**src/rtl/uart_pkg.sv**
```systemverilog
// Shared definitions for the UART transmit path.
//   CMD_W       - width of one command word handed to the UART.
//   FRAME_BITS  - bits per UART character frame (start + 8 data + parity + stop).
//   cmd_t       - command word type.
//   FIFO_DEPTH  - default number of entries in the command buffer.
package uart_pkg;

    localparam int CMD_W      = 16;
    localparam int FRAME_BITS = 11;
    localparam int FIFO_DEPTH = 8;

    typedef logic [CMD_W-1:0] cmd_t;

endpackage

```
**src/rtl/uart_cmd_fifo.sv**
```systemverilog
// Command buffer feeding the UART transmitter.
// First-word-fall-through queue: the head entry is always presented on
// cmd_in/cmd_vld and retired on the cmd_vld & cmd_rdy handshake.
//
// Ports:
//   clk          system clock, rising edge
//   rst          asynchronous, active-high reset
//   wr_en        host write strobe
//   wr_data      host command word
//   flush        synchronous clear of contents, pointers and overflow
//   full         level == DEPTH (registered)
//   almost_full  level >= AFULL_TH (registered)
//   level        number of stored entries, 0..DEPTH
//   overflow     sticky: a write arrived while full and was dropped
//   cmd_in       head entry, 0 when the queue is empty
//   cmd_vld      head entry valid
//   cmd_rdy      UART ready to accept a command
module uart_cmd_fifo
    import uart_pkg::*;
#(
    parameter int DATA_W   = CMD_W,
    parameter int DEPTH    = FIFO_DEPTH,
    parameter int AW       = $clog2(DEPTH),
    parameter int AFULL_TH = 6
) (
    input  logic              clk,
    input  logic              rst,
    input  logic              wr_en,
    input  logic [DATA_W-1:0] wr_data,
    input  logic              flush,
    output logic              full,
    output logic              almost_full,
    output logic [AW:0]       level,
    output logic              overflow,
    output logic [DATA_W-1:0] cmd_in,
    output logic              cmd_vld,
    input  logic              cmd_rdy
);

    logic [DATA_W-1:0] r_mem [DEPTH];
    logic [AW-1:0]     r_wr_ptr;
    logic [AW-1:0]     r_rd_ptr;
    logic [AW:0]       r_level;
    logic              r_full;
    logic              r_almost_full;
    logic              r_overflow;
    logic              r_cmd_vld;

    logic              w_push;
    logic              w_pop;
    logic              w_drop;
    logic [AW:0]       w_level_next;

    // full is registered state, so a pop in the same cycle does not make
    // room for a write; flush discards both sides of the handshake.
    assign w_push = wr_en & ~r_full & ~flush;
    assign w_pop  = r_cmd_vld & cmd_rdy & ~flush;
    assign w_drop = wr_en & r_full & ~flush;

    always_comb begin
        w_level_next = r_level;
        if (w_push && !w_pop) begin
            w_level_next = r_level + (AW+1)'(1);
        end else if (!w_push && w_pop) begin
            w_level_next = r_level - (AW+1)'(1);
        end
    end

    always_ff @(posedge clk or posedge rst) begin
        if (rst) begin
            r_wr_ptr      <= '0;
            r_rd_ptr      <= '0;
            r_level       <= '0;
            r_full        <= 1'b0;
            r_almost_full <= 1'b0;
            r_overflow    <= 1'b0;
            r_cmd_vld     <= 1'b0;
        end else if (flush) begin
            r_wr_ptr      <= '0;
            r_rd_ptr      <= '0;
            r_level       <= '0;
            r_full        <= 1'b0;
            r_almost_full <= 1'b0;
            r_overflow    <= 1'b0;
            r_cmd_vld     <= 1'b0;
        end else begin
            if (w_push) begin
                r_wr_ptr <= r_wr_ptr + AW'(1);
            end
            if (w_pop) begin
                r_rd_ptr <= r_rd_ptr + AW'(1);
            end
            if (w_drop) begin
                r_overflow <= 1'b1;
            end
            // Status flags are derived from the next level so they change
            // on the same edge as the counter.
            r_level       <= w_level_next;
            r_full        <= (w_level_next == (AW+1)'(DEPTH));
            r_almost_full <= (w_level_next >= (AW+1)'(AFULL_TH));
            r_cmd_vld     <= (w_level_next != '0);
        end
    end

    // Storage has no reset; each entry loads only when it is the write target.
    for (genvar gi = 0; gi < DEPTH; gi++) begin : g_mem
        always_ff @(posedge clk) begin
            if (w_push && (r_wr_ptr == AW'(gi))) begin
                r_mem[gi] <= wr_data;
            end
        end
    end

    // Masking with valid keeps cmd_in at 0 after reset even though the
    // array itself is uninitialised.
    assign cmd_in      = r_cmd_vld ? r_mem[r_rd_ptr] : '0;
    assign cmd_vld     = r_cmd_vld;
    assign full        = r_full;
    assign almost_full = r_almost_full;
    assign level       = r_level;
    assign overflow    = r_overflow;

endmodule
```
**config.mk**
```make
export PLATFORM = sky130hd
export DESIGN_NAME = uart_cmd_fifo
export DESIGN_NICKNAME = d
export VERILOG_FILES = /design/src/rtl/uart_pkg.sv /design/src/rtl/uart_cmd_fifo.sv
export SDC_FILE = /design/constraint.sdc
export NUM_CORES = 1
export LEC_CHECK = 0
export ABC_AREA = 1
export BUFFER_PORTS_ARGS = -buffer_cell sky130_fd_sc_hd__buf_2
export CORE_UTILIZATION = 45
export DETAILED_ROUTE_END_ITERATION = 12
export GPL_TIMING_DRIVEN = 0
export PLACE_DENSITY = 0.74
export SYNTH_ARGS = -nofsm -noshare
export SYNTH_HDL_FRONTEND = slang
export SYNTH_SLANG_ARGS = --single-unit
```
**constraint.sdc**
```tcl
create_clock -name clk -period 2.7 [get_ports clk]
set_input_delay 0 -clock clk [delete_from_list [all_inputs] [get_ports clk]]
set_output_delay 0 -clock clk [all_outputs]
set_load 0.02 [all_outputs]
```
==> run metrics, run 1 <==
final net count 616; Core ar. 0.0127 mm²; CTS clk-pin slew, worst paths 0.06 ns; Hold Path Class input pin to flip-flop; fin cells 771; status completed; initial antenna violation count 0; total die area 0.0136 mm²; Critical-path top delay cell clkbuf_1; Slew Limit Fails 0; Setup CP Type flip-flop to output pin; Worst-Margin Slew 0.978 ns; Top Layer Used met4; met1 WL 5.70 mm; die width 117 µm; CTS Sinks 142; Cells after Synth 492; RSZ-0062 raised after global routing no; vias in the first global route 4087; clk root buf clkbuf_16; Die Y-Extent 117 µm; max frequency 417 MHz; Overall Power 5530 µW; Cell Count Post-Placement 719; # IOs 45; Critical Path, Cell by Cell buf_2, clkbuf_1, o21ai_0, o32ai_1, nor2_1, nor2_1, buf_2; CP Launch Type flip-flop; # resized after CTS 0; DP HPWL 9.19 mm; Netlist cell types 28; power density over the cells 757 mW/mm²; GRT Total Usage 22.3%; TritonCTS buffer count 17; Worst Path Arrival 2.40 ns; Worst Path Required 2.70 ns; CTS tree done; Final GP Congestion 0.766; cell family with most CP delay buffers and inverters; WP buf/inv 3; Mapped Nets 522; r2r startpoint full$_DFF_PP0_; commonest non-fill, non-tap cell in the layout nor2_1; Hold Crit Start wr_en; leakage power 0.00274 µW; warnings from Yosys 0; critical path peak fanout 10; Worst Setup SP r_rd_ptr[1]$_DFFE_PP0P_; drt via density 5.46; row count 41; pin count of the biggest net entering global routing 17; most frequent cells in the layout 132 x nor2_1, 128 x edfxtp_1, 79 x o21ai_0, 56 x buf_2, 23 x nand2_1; endpoints failing setup 0; Clock Skews 0.00708 ns; first-pass GRT wire length 21.3 mm; max_slew headroom 34.5%; H-Tree Depth 4; n_diodes 0; Hold Vio Cnt, Final 0; fin util 57.5%; DRT antenna net count 0; Max Cap Viol 0; period utilization 88.9%; sequential area share after synthesis 71.0%; min cycle time layout 2.40 ns; FF+latch count, synth 142; WL/cell 18.2 µm; Congestion Overflow GR 0; port bufs 44; DRT Pass-1 Iters 6; Worst-Skew Late Latency 0.43 ns; Cell Area, Synth 0.00591 mm²; initial drt markers 508; clk buf depth 2; via count 4211; Avg Inst Size Synth 12.0 µm²; layout cells sized above 1 20.5%; metal2 WL 6.75 mm; overall routed net length 14.0 mm; Worst VDD drop 0.408 mV; CP endpoint kind output pin; Fill cells 1025; Initial Util 46.4%; DRC Markers 0; slowest stage delay, CP 0.53 ns; area added between synthesis and finish 23.7%; met3 wire length 1.11 mm
-- sequential cells by signal (all words and copies together), names as in the netlist --
register and flops:
cmd_vld 1, r_mem 128, r_rd_ptr 3, level 4, overflow 1, full 1, almost_full 1, r_wr_ptr 3
-- metrics by stage --
stage | instance area [µm²] | worst slack, ns | setup TNS, ns | hold WS (ns)
6_report | 7310 | 0.301 | 0 | 0.0353
5_1_grt | 7310 | 0.0955 | 0 | 0.0602
4_1_cts | 7310 | 0.325 | 0 | 0.0226
3_5_place_dp | 6520 | 0.637 | 0 | 0.0697
3_3_place_gp | 6340 | -0.604 | -54.16 | 0.0527
2_1_floorplan | 5910 | 0.313 | 0 | -0.111
-- report_power, final --
part | switching [µW] | internal (µW) | leakage, µW
sequential | 37.3 | 2450 | 0.00134
combinational | 517 | 241 | 0.00112
clock | 918 | 1370 | 0.000274
total | 1470 | 4060 | 0.00274
-- synth_stat cells (all sizes together) --
cell	instances	share of area, %
nor2	137	8.9
edfxtp	128	65
o21ai	86	7.3
nand2	29	2.4
inv	24	1.6
o32ai	16	2.4
buf	14	1.3
dfrtp	14	5.9
clkbuf	12	0.76
ha	9	1.9
nand3	9	1.2
nor3	8	0.68
a21oi	2	0.17
nand3b	1	0.13
o22ai	1	0.11
xnor2	1	0.15
xor2	1	0.15
-- layer usage --
layer  global-route usage [%]  vias to the layer above
li1                         -                     1924
met1                     28.5                     2033
met2                     35.5                      214
met3                     5.55                       40
met4                     11.6                        0
met5                        0                        -
-- final timing paths --
| check | to | slack (ns) | depth (start not counted) |
|---|---|---|---|
| worst max-delay path | cmd_in[0] | 0.30 | 7 |
| worst min-delay path | r_wr_ptr[1]$_DFFE_PP0P_ | 0.04 | 5 |
| worst max register to register | r_mem[1][6]$_DFFE_PP_ | 0.61 | 5 |
| worst min register to register | r_wr_ptr[0]$_DFFE_PP0P_ | 0.64 | 3 |
| max in group asynchronous | r_rd_ptr[0]$_DFFE_PP0P_ | 2.19 | 3 |
| min in group asynchronous | full$_DFF_PP0_ | 0.16 | 3 |
-- cell families (layout without fill, tap and decap cells) --
kind of cell               Yosys count  count (layout)  synth area share, %
and+or+nand+nor                    184             184                 13.3
DFF                                142             142                 71.0
AOI/OAI and AO/OA                  105             105                 9.93
buffers and inverters               50             157                 3.60
adders and majority gates            9               9                 1.91
xor gates and xnor gates             2               2                0.296
-- timing repair --
action,CTS,global route
hold buffers,20,0
endpoints found under the hold margin,150,0
setup buffers,0,0
-- worst min-delay path: cells and delay by family --
kind / cells / cell delay, ns
AO/OA/AOI/OAI: 1 / 0.06
AND/OR/NAND/NOR: 2 / 0.16
buffers and inverters: 2 / 0.18
-- area by class of cell --
cell class | instances | area [µm²] | share of cell area, %
Buffer | 26 | 120 | 1.64
Clock buffer | 17 | 425 | 5.82
Clock inverter | 15 | 164 | 2.24
Inverter | 24 | 92.6 | 1.27
Multi-Input combinational cell | 300 | 1540 | 21.0
Sequential cell | 142 | 4190 | 57.4
Tap cell | 172 | 215 | 2.94
Timing Repair Buffer | 75 | 563 | 7.70
Power figures use the tool's default switching activity.
==> inputs of run 2 (changes only) <==
--- a/config.mk
+++ b/config.mk
@@ -6,7 +6,7 @@
 export NUM_CORES = 1
 export LEC_CHECK = 0
 export ABC_AREA = 1
-export BUFFER_PORTS_ARGS = -buffer_cell sky130_fd_sc_hd__buf_2
+export BUFFER_PORTS_ARGS = -buffer_cell sky130_fd_sc_hd__buf_4
 export CORE_UTILIZATION = 45
 export DETAILED_ROUTE_END_ITERATION = 12
 export GPL_TIMING_DRIVEN = 0
==> run 2 against run 1 <==
Effect of this change: via count up 0.62%; die area unchanged; utilization up 0.91 points; critical path depth down 1; combinational power up 6.6%; final area up 1.6%; register-to-register slack worse by 0.04 ns; critical path type unchanged; highest routed layer unchanged.
==> run metrics, run 2 (synthesized netlist as in run 1, its figures left out) <==
Worst R2R Setup Slack 0.57 ns (was 0.61 ns); critical path peak fanout 10 (unchanged); clk buf depth 2 (unchanged); reg2reg end r_mem[5][2]$_DFFE_PP_ (was r_mem[1][6]$_DFFE_PP_); Core ar. 0.0127 mm² (unchanged); RSZ-0062 raised after global routing no (unchanged); Worst VDD drop 0.354 mV (was 0.408 mV); max frequency 414 MHz (was 417 MHz); status completed (unchanged); overall routed net length 14.2 mm (was 14.0 mm); DRC Markers 0 (unchanged); Final GP Congestion 0.762 (was 0.766); first-pass GRT wire length 21.5 mm (was 21.3 mm); final net count 614 (was 616); CP Launch Type flip-flop (unchanged); DRT antenna net count 0 (unchanged); area of the multi-input gates 0.00154 mm² (unchanged); # resized after CTS 0 (unchanged); CTS Sinks 142 (unchanged); Critical Path, Cell by Cell clkbuf_1, inv_1, clkbuf_1, o21ai_0, nor2_1, buf_4 (was buf_2, clkbuf_1, o21ai_0, o32ai_1, nor2_1, nor2_1, buf_2); Reg with most FFs r_mem (unchanged); r2r startpoint full$_DFF_PP0_ (unchanged); n_diodes 0 (unchanged); Clock Skews 0.0100 ns (was 0.00708 ns); Worst Reg-to-Reg Cells 5 (unchanged); # IOs 45 (unchanged); Hold Path Class input pin to flip-flop (unchanged); Critical-path top delay cell clkbuf_1 (unchanged); GRT Total Usage 22.4% (was 22.3%); crit-path most repeated cell clkbuf_1; CP endpoint kind output pin (unchanged); area added between synthesis and finish 25.7% (was 23.7%); leakage power 0.00278 µW (was 0.00274 µW); layout cells sized above 1 20.1% (was 20.5%); fin cells 769 (was 771); H-Tree Depth 4 (unchanged); WP buf/inv 4 (was 3); Setup CP Type flip-flop to output pin (unchanged); dpl cell area 0.00661 mm² (was 0.00652 mm²); period utilization 89.5% (was 88.9%); Hold Crit Start wr_en (unchanged); pin count of the biggest net entering global routing 17 (unchanged); Worst Path Arrival 2.42 ns (was 2.40 ns); row count 41 (unchanged); Max Cap Viol 0 (unchanged); endpoints failing setup 0 (unchanged); TritonCTS buffer count 17 (unchanged); die width 117 µm (unchanged); slowest stage delay, CP 0.47 ns (was 0.53 ns); power density over the cells 769 mW/mm² (was 757 mW/mm²); max_slew headroom 31.9% (was 34.5%); Slew Limit Fails 0 (unchanged); WP depth 6 (was 7); CTS Hold Buffers Added 20 (unchanged); CTS clk-pin slew, worst paths 0.06 ns (about the same); drt via density 5.51 (was 5.46); port bufs 44 (unchanged); design area 0.00743 mm² (was 0.00731 mm²); Worst-Margin Slew 1.02 ns (was 0.978 ns); initial antenna violation count 0 (unchanged); clk root buf clkbuf_16 (unchanged); CTS tree done (unchanged); crit path to cmd_in[12] (was cmd_in[0]); Congestion Overflow GR 0 (unchanged); Worst Path Required 2.70 ns (about the same); storage element area 0.00419 mm² (unchanged); Post-CTS Setup Bufs 0 (unchanged); initial drt markers 478 (was 508); Fill cells 1020 (was 1025); Initial Util 46.4% (unchanged); DP HPWL 9.03 mm (was 9.19 mm); Die Y-Extent 117 µm (unchanged); most frequent cells in the layout 132 x nor2_1, 128 x edfxtp_1, 79 x o21ai_0, 44 x buf_4, 23 x nand2_1 (was 132 x nor2_1, 128 x edfxtp_1, 79 x o21ai_0, 56 x buf_2, 23 x nand2_1); total die area 0.0136 mm² (unchanged); cell family with most CP delay buffers and inverters (unchanged); WL/cell 18.5 µm (was 18.2 µm); Worst Setup SP r_rd_ptr[2]$_DFFE_PP0P_ (was r_rd_ptr[1]$_DFFE_PP0P_); DRT Pass-1 Iters 5 (was 6); min cycle time layout 2.42 ns (was 2.40 ns); Worst-Skew Late Latency 0.42 ns (was 0.43 ns); max FFs per register 128 (unchanged); commonest non-fill, non-tap cell in the layout nor2_1 (unchanged); via count 4237 (was 4211); vias in the first global route 4181 (was 4087); Hold Vio Cnt, Final 0 (unchanged); Cell Count Post-Placement 717 (was 719)
-- run 2: changes by cell type in the layout (fill, tap and decap cells not counted), sizes merged --
| cell | change |
|---|---|
| buf | -2 |
| bufinv | +2 |
| clkinvlp | -2 |
-- run 2: worst min-delay path by stage --
stage	end	slack (ns)	cells past startpoint
2_1_floorplan	almost_full$_DFF_PP0_	-0.11	1
3_3_place_gp	overflow$_DFFE_PP0P_	0.07	2
3_5_place_dp	overflow$_DFFE_PP0P_	0.09	2
4_1_cts	r_wr_ptr[0]$_DFFE_PP0P_	0.04	5
5_1_grt	r_wr_ptr[1]$_DFFE_PP0P_	0.07	5
6_report	r_wr_ptr[1]$_DFFE_PP0P_	0.04	5
-- run 2: stage by stage --
stage                     total power, µW  util (%)  TNS [ns]  hold slack (ns)  setup slack (ns)
after floorplan                      2990         -         0           -0.111             0.313
after global placement               3270      50.7    -53.07           0.0738            -0.610
after detailed placement             3310      52.0         0           0.0943             0.580
after CTS                            5720      58.4         0           0.0395             0.292
after global routing                 5890      58.4         0           0.0668             0.173
final                                5710      58.4         0           0.0353             0.283
-- run 2: power by group --
group	total (µW)	switching [µW]	internal, µW
clock	2410	872	1540
sequential	2490	42.1	2450
combinational	808	523	285
-- run 2: metal layers --
metal	GRT usage [%]	vias to the layer above	routed length, µm
met5	0	-	0
met2	37.8	233	7120
met1	26.3	2055	5460
li1	-	1919	-
met3	6.23	30	1260
met4	11.2	0	407
-- run 2: layout make-up --
type / instances / share of cell area, %
plain buffers: 26 / 1.62
clock buffers: 17 / 5.73
clock inverters: 15 / 2.59
inverters: 24 / 1.25
multi-input cells: 300 / 20.7
flip-flops and latches: 142 / 56.5
well taps: 172 / 2.90
repair buffers: 73 / 8.76
-- run 2: worst min-delay path: cells and delay by family --
kind / cells / cell delay, ns
buf+inv: 2 / 0.20
compound gates: 1 / 0.06
simple gates: 2 / 0.15
